===== src/rtl/mmio_io_ctrl.sv =====
// Memory-mapped I/O controller for HEX digits, LEDR, KEY and SW.
// Keys are synchronised, debounced and edge-captured (W1C) with a level interrupt.
module mmio_io_ctrl #(
  parameter int unsigned      DBITS      = 32,
  parameter int unsigned      NKEYS      = 4,
  parameter int unsigned      NSW        = 10,
  parameter int unsigned      NLEDR      = 10,
  parameter int unsigned      NHEX       = 6,
  parameter logic [15:0]      DEB_CYCLES = 16'd50000,
  parameter logic [DBITS-1:0] ADDRHEX    = 32'hFFFFF000,
  parameter logic [DBITS-1:0] ADDRLEDR   = 32'hFFFFF020,
  parameter logic [DBITS-1:0] ADDRKEY    = 32'hFFFFF080,
  parameter logic [DBITS-1:0] ADDRKEDGE  = 32'hFFFFF084,
  parameter logic [DBITS-1:0] ADDRKIE    = 32'hFFFFF088,
  parameter logic [DBITS-1:0] ADDRSW     = 32'hFFFFF090
) (
  input  logic              clk,
  input  logic              reset,
  input  logic [DBITS-1:0]  addr,
  input  logic [DBITS-1:0]  wdata,
  input  logic              we,
  input  logic              re,
  output logic              hit,
  output logic [DBITS-1:0]  rdata,
  output logic              rvalid,
  input  logic [NKEYS-1:0]  key_n,
  input  logic [NSW-1:0]    sw,
  output logic [NLEDR-1:0]  ledr,
  output logic [4*NHEX-1:0] hex_digits,
  output logic              irq
);

  localparam int unsigned HEXW = 4 * NHEX;
  // Counter only has to reach DEB_CYCLES-1; a 1-cycle debounce still needs one bit.
  localparam int unsigned CW = (DEB_CYCLES > 16'd1) ? $clog2(DEB_CYCLES) : 1;
  localparam logic [CW-1:0] CNT_MAX = CW'(DEB_CYCLES - 16'd1);

  logic             sel_hex_s, sel_ledr_s, sel_key_s, sel_kedge_s, sel_kie_s, sel_sw_s;
  logic [NKEYS-1:0] key_sync1_q, key_sync2_q;
  logic [NSW-1:0]   sw_sync1_q, sw_sync2_q;
  logic [NKEYS-1:0] key_samp_s;
  logic [NKEYS-1:0] key_stable_q, key_stable_d;
  logic [CW-1:0]    deb_cnt_q [NKEYS];
  logic [CW-1:0]    deb_cnt_d [NKEYS];
  logic [NKEYS-1:0] key_rise_s, edge_clr_s;
  logic [NKEYS-1:0] edge_q, edge_d;
  logic [NKEYS-1:0] ie_q, ie_d;
  logic [HEXW-1:0]  hex_q, hex_d;
  logic [NLEDR-1:0] ledr_q, ledr_d;
  logic [DBITS-1:0] rd_mux_s;
  logic [DBITS-1:0] rdata_q, rdata_d;
  logic             rvalid_q;
  logic             irq_q;
  logic             unused_wdata_s;

  assign sel_hex_s   = (addr == ADDRHEX);
  assign sel_ledr_s  = (addr == ADDRLEDR);
  assign sel_key_s   = (addr == ADDRKEY);
  assign sel_kedge_s = (addr == ADDRKEDGE);
  assign sel_kie_s   = (addr == ADDRKIE);
  assign sel_sw_s    = (addr == ADDRSW);
  assign hit = sel_hex_s | sel_ledr_s | sel_key_s | sel_kedge_s | sel_kie_s | sel_sw_s;

  // Buttons are active-low on the board; internally 1 means pressed.
  assign key_samp_s = ~key_sync2_q;
  assign unused_wdata_s = ^wdata;

  always_ff @(posedge clk or posedge reset) begin
    if (reset) begin
      key_sync1_q <= '1;
      key_sync2_q <= '1;
      sw_sync1_q  <= '0;
      sw_sync2_q  <= '0;
    end else begin
      key_sync1_q <= key_n;
      key_sync2_q <= key_sync1_q;
      sw_sync1_q  <= sw;
      sw_sync2_q  <= sw_sync1_q;
    end
  end

  always_comb begin
    key_stable_d = key_stable_q;
    for (int i = 0; i < NKEYS; i++) begin
      deb_cnt_d[i] = deb_cnt_q[i];
      if (key_samp_s[i] == key_stable_q[i]) begin
        deb_cnt_d[i] = '0;
      end else if (deb_cnt_q[i] == CNT_MAX) begin
        key_stable_d[i] = key_samp_s[i];
        deb_cnt_d[i]    = '0;
      end else begin
        deb_cnt_d[i] = deb_cnt_q[i] + CW'(1);
      end
    end
  end

  // A new press in the same cycle as a W1C clear must survive, so set is applied last.
  always_comb begin
    key_rise_s = key_stable_d & ~key_stable_q;
    if (we && sel_kedge_s) begin
      edge_clr_s = wdata[NKEYS-1:0];
    end else begin
      edge_clr_s = '0;
    end
    edge_d = (edge_q & ~edge_clr_s) | key_rise_s;
  end

  always_comb begin
    hex_d  = hex_q;
    ledr_d = ledr_q;
    ie_d   = ie_q;
    if (we && sel_hex_s) begin
      hex_d = wdata[HEXW-1:0];
    end else begin
      hex_d = hex_q;
    end
    if (we && sel_ledr_s) begin
      ledr_d = wdata[NLEDR-1:0];
    end else begin
      ledr_d = ledr_q;
    end
    if (we && sel_kie_s) begin
      ie_d = wdata[NKEYS-1:0];
    end else begin
      ie_d = ie_q;
    end
  end

  // Read mux samples pre-write register state, so a same-cycle write is not visible.
  always_comb begin
    rd_mux_s = '0;
    if (sel_hex_s) begin
      rd_mux_s[HEXW-1:0] = hex_q;
    end else if (sel_ledr_s) begin
      rd_mux_s[NLEDR-1:0] = ledr_q;
    end else if (sel_key_s) begin
      rd_mux_s[NKEYS-1:0] = key_stable_q;
    end else if (sel_kedge_s) begin
      rd_mux_s[NKEYS-1:0] = edge_q;
    end else if (sel_kie_s) begin
      rd_mux_s[NKEYS-1:0] = ie_q;
    end else if (sel_sw_s) begin
      rd_mux_s[NSW-1:0] = sw_sync2_q;
    end else begin
      rd_mux_s = '0;
    end
    if (re) begin
      rdata_d = rd_mux_s;
    end else begin
      rdata_d = rdata_q;
    end
  end

  always_ff @(posedge clk or posedge reset) begin
    if (reset) begin
      key_stable_q <= '0;
      for (int i = 0; i < NKEYS; i++) begin
        deb_cnt_q[i] <= '0;
      end
      edge_q   <= '0;
      ie_q     <= '0;
      hex_q    <= '0;
      ledr_q   <= '0;
      rdata_q  <= '0;
      rvalid_q <= 1'b0;
      irq_q    <= 1'b0;
    end else begin
      key_stable_q <= key_stable_d;
      for (int i = 0; i < NKEYS; i++) begin
        deb_cnt_q[i] <= deb_cnt_d[i];
      end
      edge_q   <= edge_d;
      ie_q     <= ie_d;
      hex_q    <= hex_d;
      ledr_q   <= ledr_d;
      rdata_q  <= rdata_d;
      rvalid_q <= re;
      irq_q    <= |(edge_q & ie_q);
    end
  end

  assign rdata      = rdata_q;
  assign rvalid     = rvalid_q;
  assign ledr       = ledr_q;
  assign hex_digits = hex_q;
  assign irq        = irq_q;

endmodule


===== config.mk =====
export PLATFORM = sky130hd
export DESIGN_NAME = mmio_io_ctrl
export DESIGN_NICKNAME = d
export VERILOG_FILES = /design/src/rtl/mmio_io_ctrl.sv
export SDC_FILE = /design/constraint.sdc
export NUM_CORES = 1
export LEC_CHECK = 0
export BUFFER_PORTS_ARGS = -buffer_cell sky130_fd_sc_hd__buf_2
export CORE_ASPECT_RATIO = 0.6
export CORE_MARGIN = 2
export CORE_UTILIZATION = 35
export CTS_CLUSTER_DIAMETER = 120
export DETAILED_ROUTE_END_ITERATION = 10
export PLACE_DENSITY = 0.57
export SYNTH_ARGS = -nofsm -noshare
export SYNTH_HDL_FRONTEND = slang
export SYNTH_SLANG_ARGS = --single-unit

===== constraint.sdc =====
create_clock -name clk -period 4.7 [get_ports clk]
set_clock_uncertainty 0.2 [all_clocks]
set_input_delay 0.47 -clock clk [delete_from_list [all_inputs] [get_ports clk]]
set_output_delay 0.47 -clock clk [all_outputs]
set_load 0.02 [all_outputs]

After elaboration in Yosys (flattened, before gate mapping):

Cells that the tools add are included.

* register bits: 172
* bits of input ports: 82
* output and inout bits: 69
* logic and storage cells: 78

* $add $sub $neg: 4
* equality and inequality tests: 14
* multiplexer cells: 27
* bitwise operators: 12
* reductions and logical operators: 5

Operators by type and width (number)
* 32-bit equality test (second input constant): 6
* 16-bit 2-to-1 mux: 8
* 16-bit by 1-bit adder with 16-bit output (second input constant): 4
* 16-bit equality test (second input constant): 4
* 24-bit 2-to-1 mux: 1
* 10-bit 2-to-1 mux: 2
* 6-bit 2-to-1 mux: 3
* 4-bit 2-to-1 mux: 4
* 4-bit bitwise AND: 3
* 4-bit NOT: 3
* 1-bit 2-to-1 mux: 8
* 8-bit 2-to-1 mux: 1
* 1-bit OR: 5
* 1-bit equality test: 4
* 1-bit logical AND: 4
* 4-bit OR: 1
* 4-bit OR reduction: 1

Depth between registers and ports, before layout:

* depth after elaboration: 7
* gate-level depth with buffers: 8
* gate-level depth less buffers: 6

Worst setup path after synthesis:

Ideal clock, no wire load.

* path type: input port to flip-flop
* from: in addr[8]
* to: reg ledr_q[0], in the netlist ledr[0]
* setup time: 0.125 ns
* data arrival time: 2.207 ns
* required time: 4.375 ns
* slack: 2.168 ns
* cell stages on the path: 6
* path buffers: 1
* cell sequence: or4b_4 nor4_4 and4_4 and4_4 buf_12 mux2_4

* cells in the longest elaborated chain, start to end: 2

Ends and longest elaborated chain
* start: declaration: RTL line 19 `input logic [DBITS-1:0] addr,`
* 32-bit equality test: RTL line 57 `assign sel_ledr_s = (addr == ADDRLEDR);`
* 1-bit logical AND: RTL line 117 `if (we && sel_ledr_s) begin`
* end signal: assignment: RTL line 175 `ledr_q <= ledr_d;`
* end: declaration: RTL line 49 `logic [NLEDR-1:0] ledr_q, ledr_d;`

No other way between the ends.
A chain may end at the register's enable or synchronous reset.

Final worst setup path:

* from: in addr[8]
* to: out hit

* cells in the longest elaborated chain, start to end: 6
* elaborated cells between the ends (all ways): 11
* those cells by class: eq/ne (6); bitwise (5)

Ends and longest elaborated chain
* 32-bit equality test, on equally long branches: RTL line 56, 57
* 1-bit OR (4 in series): RTL line 62 `assign hit = sel_hex_s | sel_ledr_s | sel_key_s | sel_kedge_s | sel_kie_s | sel_sw_s;`
* 1-bit OR (*): RTL line 62
* end: declaration: RTL line 23 `output logic hit,`

Every way passes the cells marked *; elsewhere a longest branch is shown, timed or not.

==> qor.txt <==
Worst EP arrival -> 1.99 ns
IO Pins -> 151
Reg power frac -> 49.0%
GRT overflow -> 0
Distinct cells, synth -> 47
Sw Ratio -> 23.22%
pwr dens -> 339.8 nW/um^2
Mapped Area -> 7086 um^2
Vias per Instance -> 4.869
worst vdd ir -> 0.2671 mV
setup TNS -> 0 ns
dpl ws -> 1.767 ns
asr flop ratio synth -> 100.0%
LEAKAGE -> 4.193 nW
DRC Markers -> 0
Die X -> 187.7 um
clk buf depth -> 2
CP startpoint kind -> primary input
crit end category -> primary output
Hold Path Class -> primary input to asynchronous set/reset pin
H-tree depth -> 4
gr usage total -> 15.73%
most frequent cells in the layout -> dfrtp_1, buf_2, nor2_1, nand2_1, xnor2_1
Comb pwr share -> 4.5%
Critical Path Start -> addr[8]
Post-Syn Instances -> 601
commonest non-fill, non-tap cell in the layout -> dfrtp_1
CTS root buffer -> clkbuf_16
core area -> 19,920 um^2
R2R Setup Slk -> 2.18 ns
initial antenna violation count -> 1
Post-synth EDFFs -> 0
Rel. slew slack -> 36.60%
wire per inst -> 15.81 um
worst skew pair latency -> 0.43 ns
maximum fanout along the worst path -> 4
Slew Viols, Final -> 0
Pre-antenna DRT Iters -> 5
Req. time, crit path -> 4.03 ns
nets -> 837
Least-Margin Pin Slew -> 0.9490 ns
Final period util -> 56.62%
Starting DRT DRC Count -> 347
largest net degree at the start of global routing -> 123
I/O Buffers -> 134
RePlAce Congestion -> 0.8452
Area Growth Syn to Fin -> 22.81%
Finished Layout Cells -> 1,039
min cycle time layout -> 2.661 ns
clock-pin slew on the worst setup and hold paths -> 0.06 ns
Seq cells post-synth -> 164
critical setup path kind -> primary input to primary output
most common flop cell mapped by yosys -> dfrtp_1
Setup WS post-layout -> 2.039 ns
layout cell share with drive strength beyond 1 -> 28.93%
dpl cells -> 991
internal power -> 2.270 mW
vias in the first global route -> 4,949
max-cap violations -> 0
die area -> 21,440 um^2
fmax -> 375.8 MHz
Yosys warnings -> 0
Final ANT Viol Nets -> 0
endpoints failing setup -> 0
Chip Height -> 114.2 um
Power, Total -> 2.957 mW
first-pass GRT wire length -> 26,170 um
Reg2Reg Depth -> 4
status -> completed
CTS tree -> yes
syn avg cell area -> 11.79 um^2
Switch Pwr -> 0.6867 mW
RSZ-0062 raised after global routing -> no
crit path to -> hit
Initial Utilization -> 35.57%
register area -> 4114 um^2
placed wire-length estimate -> 11,800 um
Fill cells -> 1,878
DR vias -> 5,059
clk sinks -> 164
CTS buffer count -> 17
Reg2Reg Capture Point -> deb_cnt_q[52]
Seq/Total Area, Yosys -> 58.06%
launch point of the worst reg-to-reg path -> deb_cnt_q[52]
Hold Vio Cnt, Final -> 0
multi-input logic area -> 2783 um^2
drt total wl -> 16,430 um
clock power share -> 46.5%
number of cell rows -> 40
## cells by family (layout without fill, tap and decap cells)
logic type                 count (synthesis)  in the layout  synth area share (%)
AOI/OAI and AO/OA                         61             61                 6.357
other                                      1             10               0.05292
and+or+nand+nor                          231            231                 16.51
DFF                                      164            164                 58.06
muxes                                     46             46                 7.858
xor gates and xnor gates                  60             60                 7.417
buffers and inverters                     34            190                 3.037
adders and majority gates                  4              4                0.7064
## repair_timing
action                                 CTS  global route
buffers inserted                         0             0
resized for setup                        0             0
endpoints found under the hold margin   14             0
hold buffers                            14             0
## cell type report
cell class / instances / share of cell area (%)
clock buffer: 21 / 5.406
timing repair buffer: 150 / 9.633
multi-input combinational: 410 / 31.98
antenna: 2 / 0.05751
tap: 273 / 3.925
clock inverter: 11 / 1.337
inverter: 8 / 0.3882
sequential: 164 / 47.28
## Yosys cell counts, types with 8 or more instances
| cell type | n | area share, % |
|---|---|---|
| dfrtp_1 | 156 | 55 |
| nor2_1 | 85 | 4.5 |
| nand2_1 | 37 | 2.0 |
| xnor2_1 | 37 | 4.6 |
| nand3_1 | 29 | 2.0 |
| mux2_2 | 25 | 4.0 |
| xor2_1 | 23 | 2.8 |
| a22o_1 | 20 | 2.5 |
| nand4_1 | 17 | 1.5 |
| and3_1 | 14 | 1.2 |
| o21ai_0 | 14 | 0.99 |
| mux2_4 | 13 | 2.8 |
| nor3_1 | 12 | 0.85 |
| buf_4 | 11 | 1.2 |
| o2bb2ai_1 | 10 | 1.2 |
| clkbuf_1 | 9 | 0.48 |
| dfstp_2 | 8 | 3.0 |
| inv_1 | 8 | 0.42 |
| mux2i_1 | 8 | 1.1 |
## worst min path at each step
stage,endpoint,slack [ns],depth (start not counted)
after detailed placement,sw_sync2_q[8],0.14,0
after floorplan,sw_sync2_q[0],0.13,0
final,ledr[1],0.05,2
after global placement,sw_sync2_q[8],0.13,0
after CTS,rvalid,0.04,1
after global routing,rvalid,0.05,1
## routing by layer
layer  vias up  part of all wire (%)  track usage, %
met1      2512                    48           22.08
met5         -                     0               0
met2       150                    45           23.68
met3         9                   6.5           4.444
met4         0                  0.55           4.882
li1       2388                     -               -
## stage by stage
| stage | hold slack, ns | util, % | cell area [um^2] |
|---|---|---|---|
| global placement | 0.1340 | 40.01 | 7970 |
| finish | 0.04645 | 43.69 | 8702 |
| detailed placement | 0.1402 | 40.01 | 7970 |
| global route | 0.04834 | 43.66 | 8697 |
| floorplan | 0.1312 | - | 7116 |
| CTS | 0.04450 | 43.66 | 8697 |
## flip-flops by register name, summed over array words and instances (netlist names)
signal / cells
deb_cnt_q: 64
hex_digits: 24
rdata: 24
ledr: 10
sw_sync1_q: 10
sw_sync2_q: 10
edge_q: 4
ie_q: 4
key_stable_q: 4
key_sync1_q: 4
key_sync2_q: 4
irq: 1
rvalid: 1
## critical path: stages
cell      delay [ns]
buf_2           0.09
or4b_4          0.54
nor4_4          0.35
nand4b_1        0.14
nor2_1          0.19
buf_2           0.20
## power by group through the flow
| stage | sequential (mW) | clock (mW) | combinational (mW) |
|---|---|---|---|
| after CTS | 1.45 | 1.41 | 0.137 |
| after detailed placement | 1.47 | 0 | 0.127 |
| after floorplan | 1.47 | 0 | 0.0748 |
| final | 1.45 | 1.38 | 0.134 |
| after global routing | 1.45 | 1.48 | 0.151 |
| after global placement | 1.47 | 0 | 0.124 |
(Power assumes the default switching activity.)
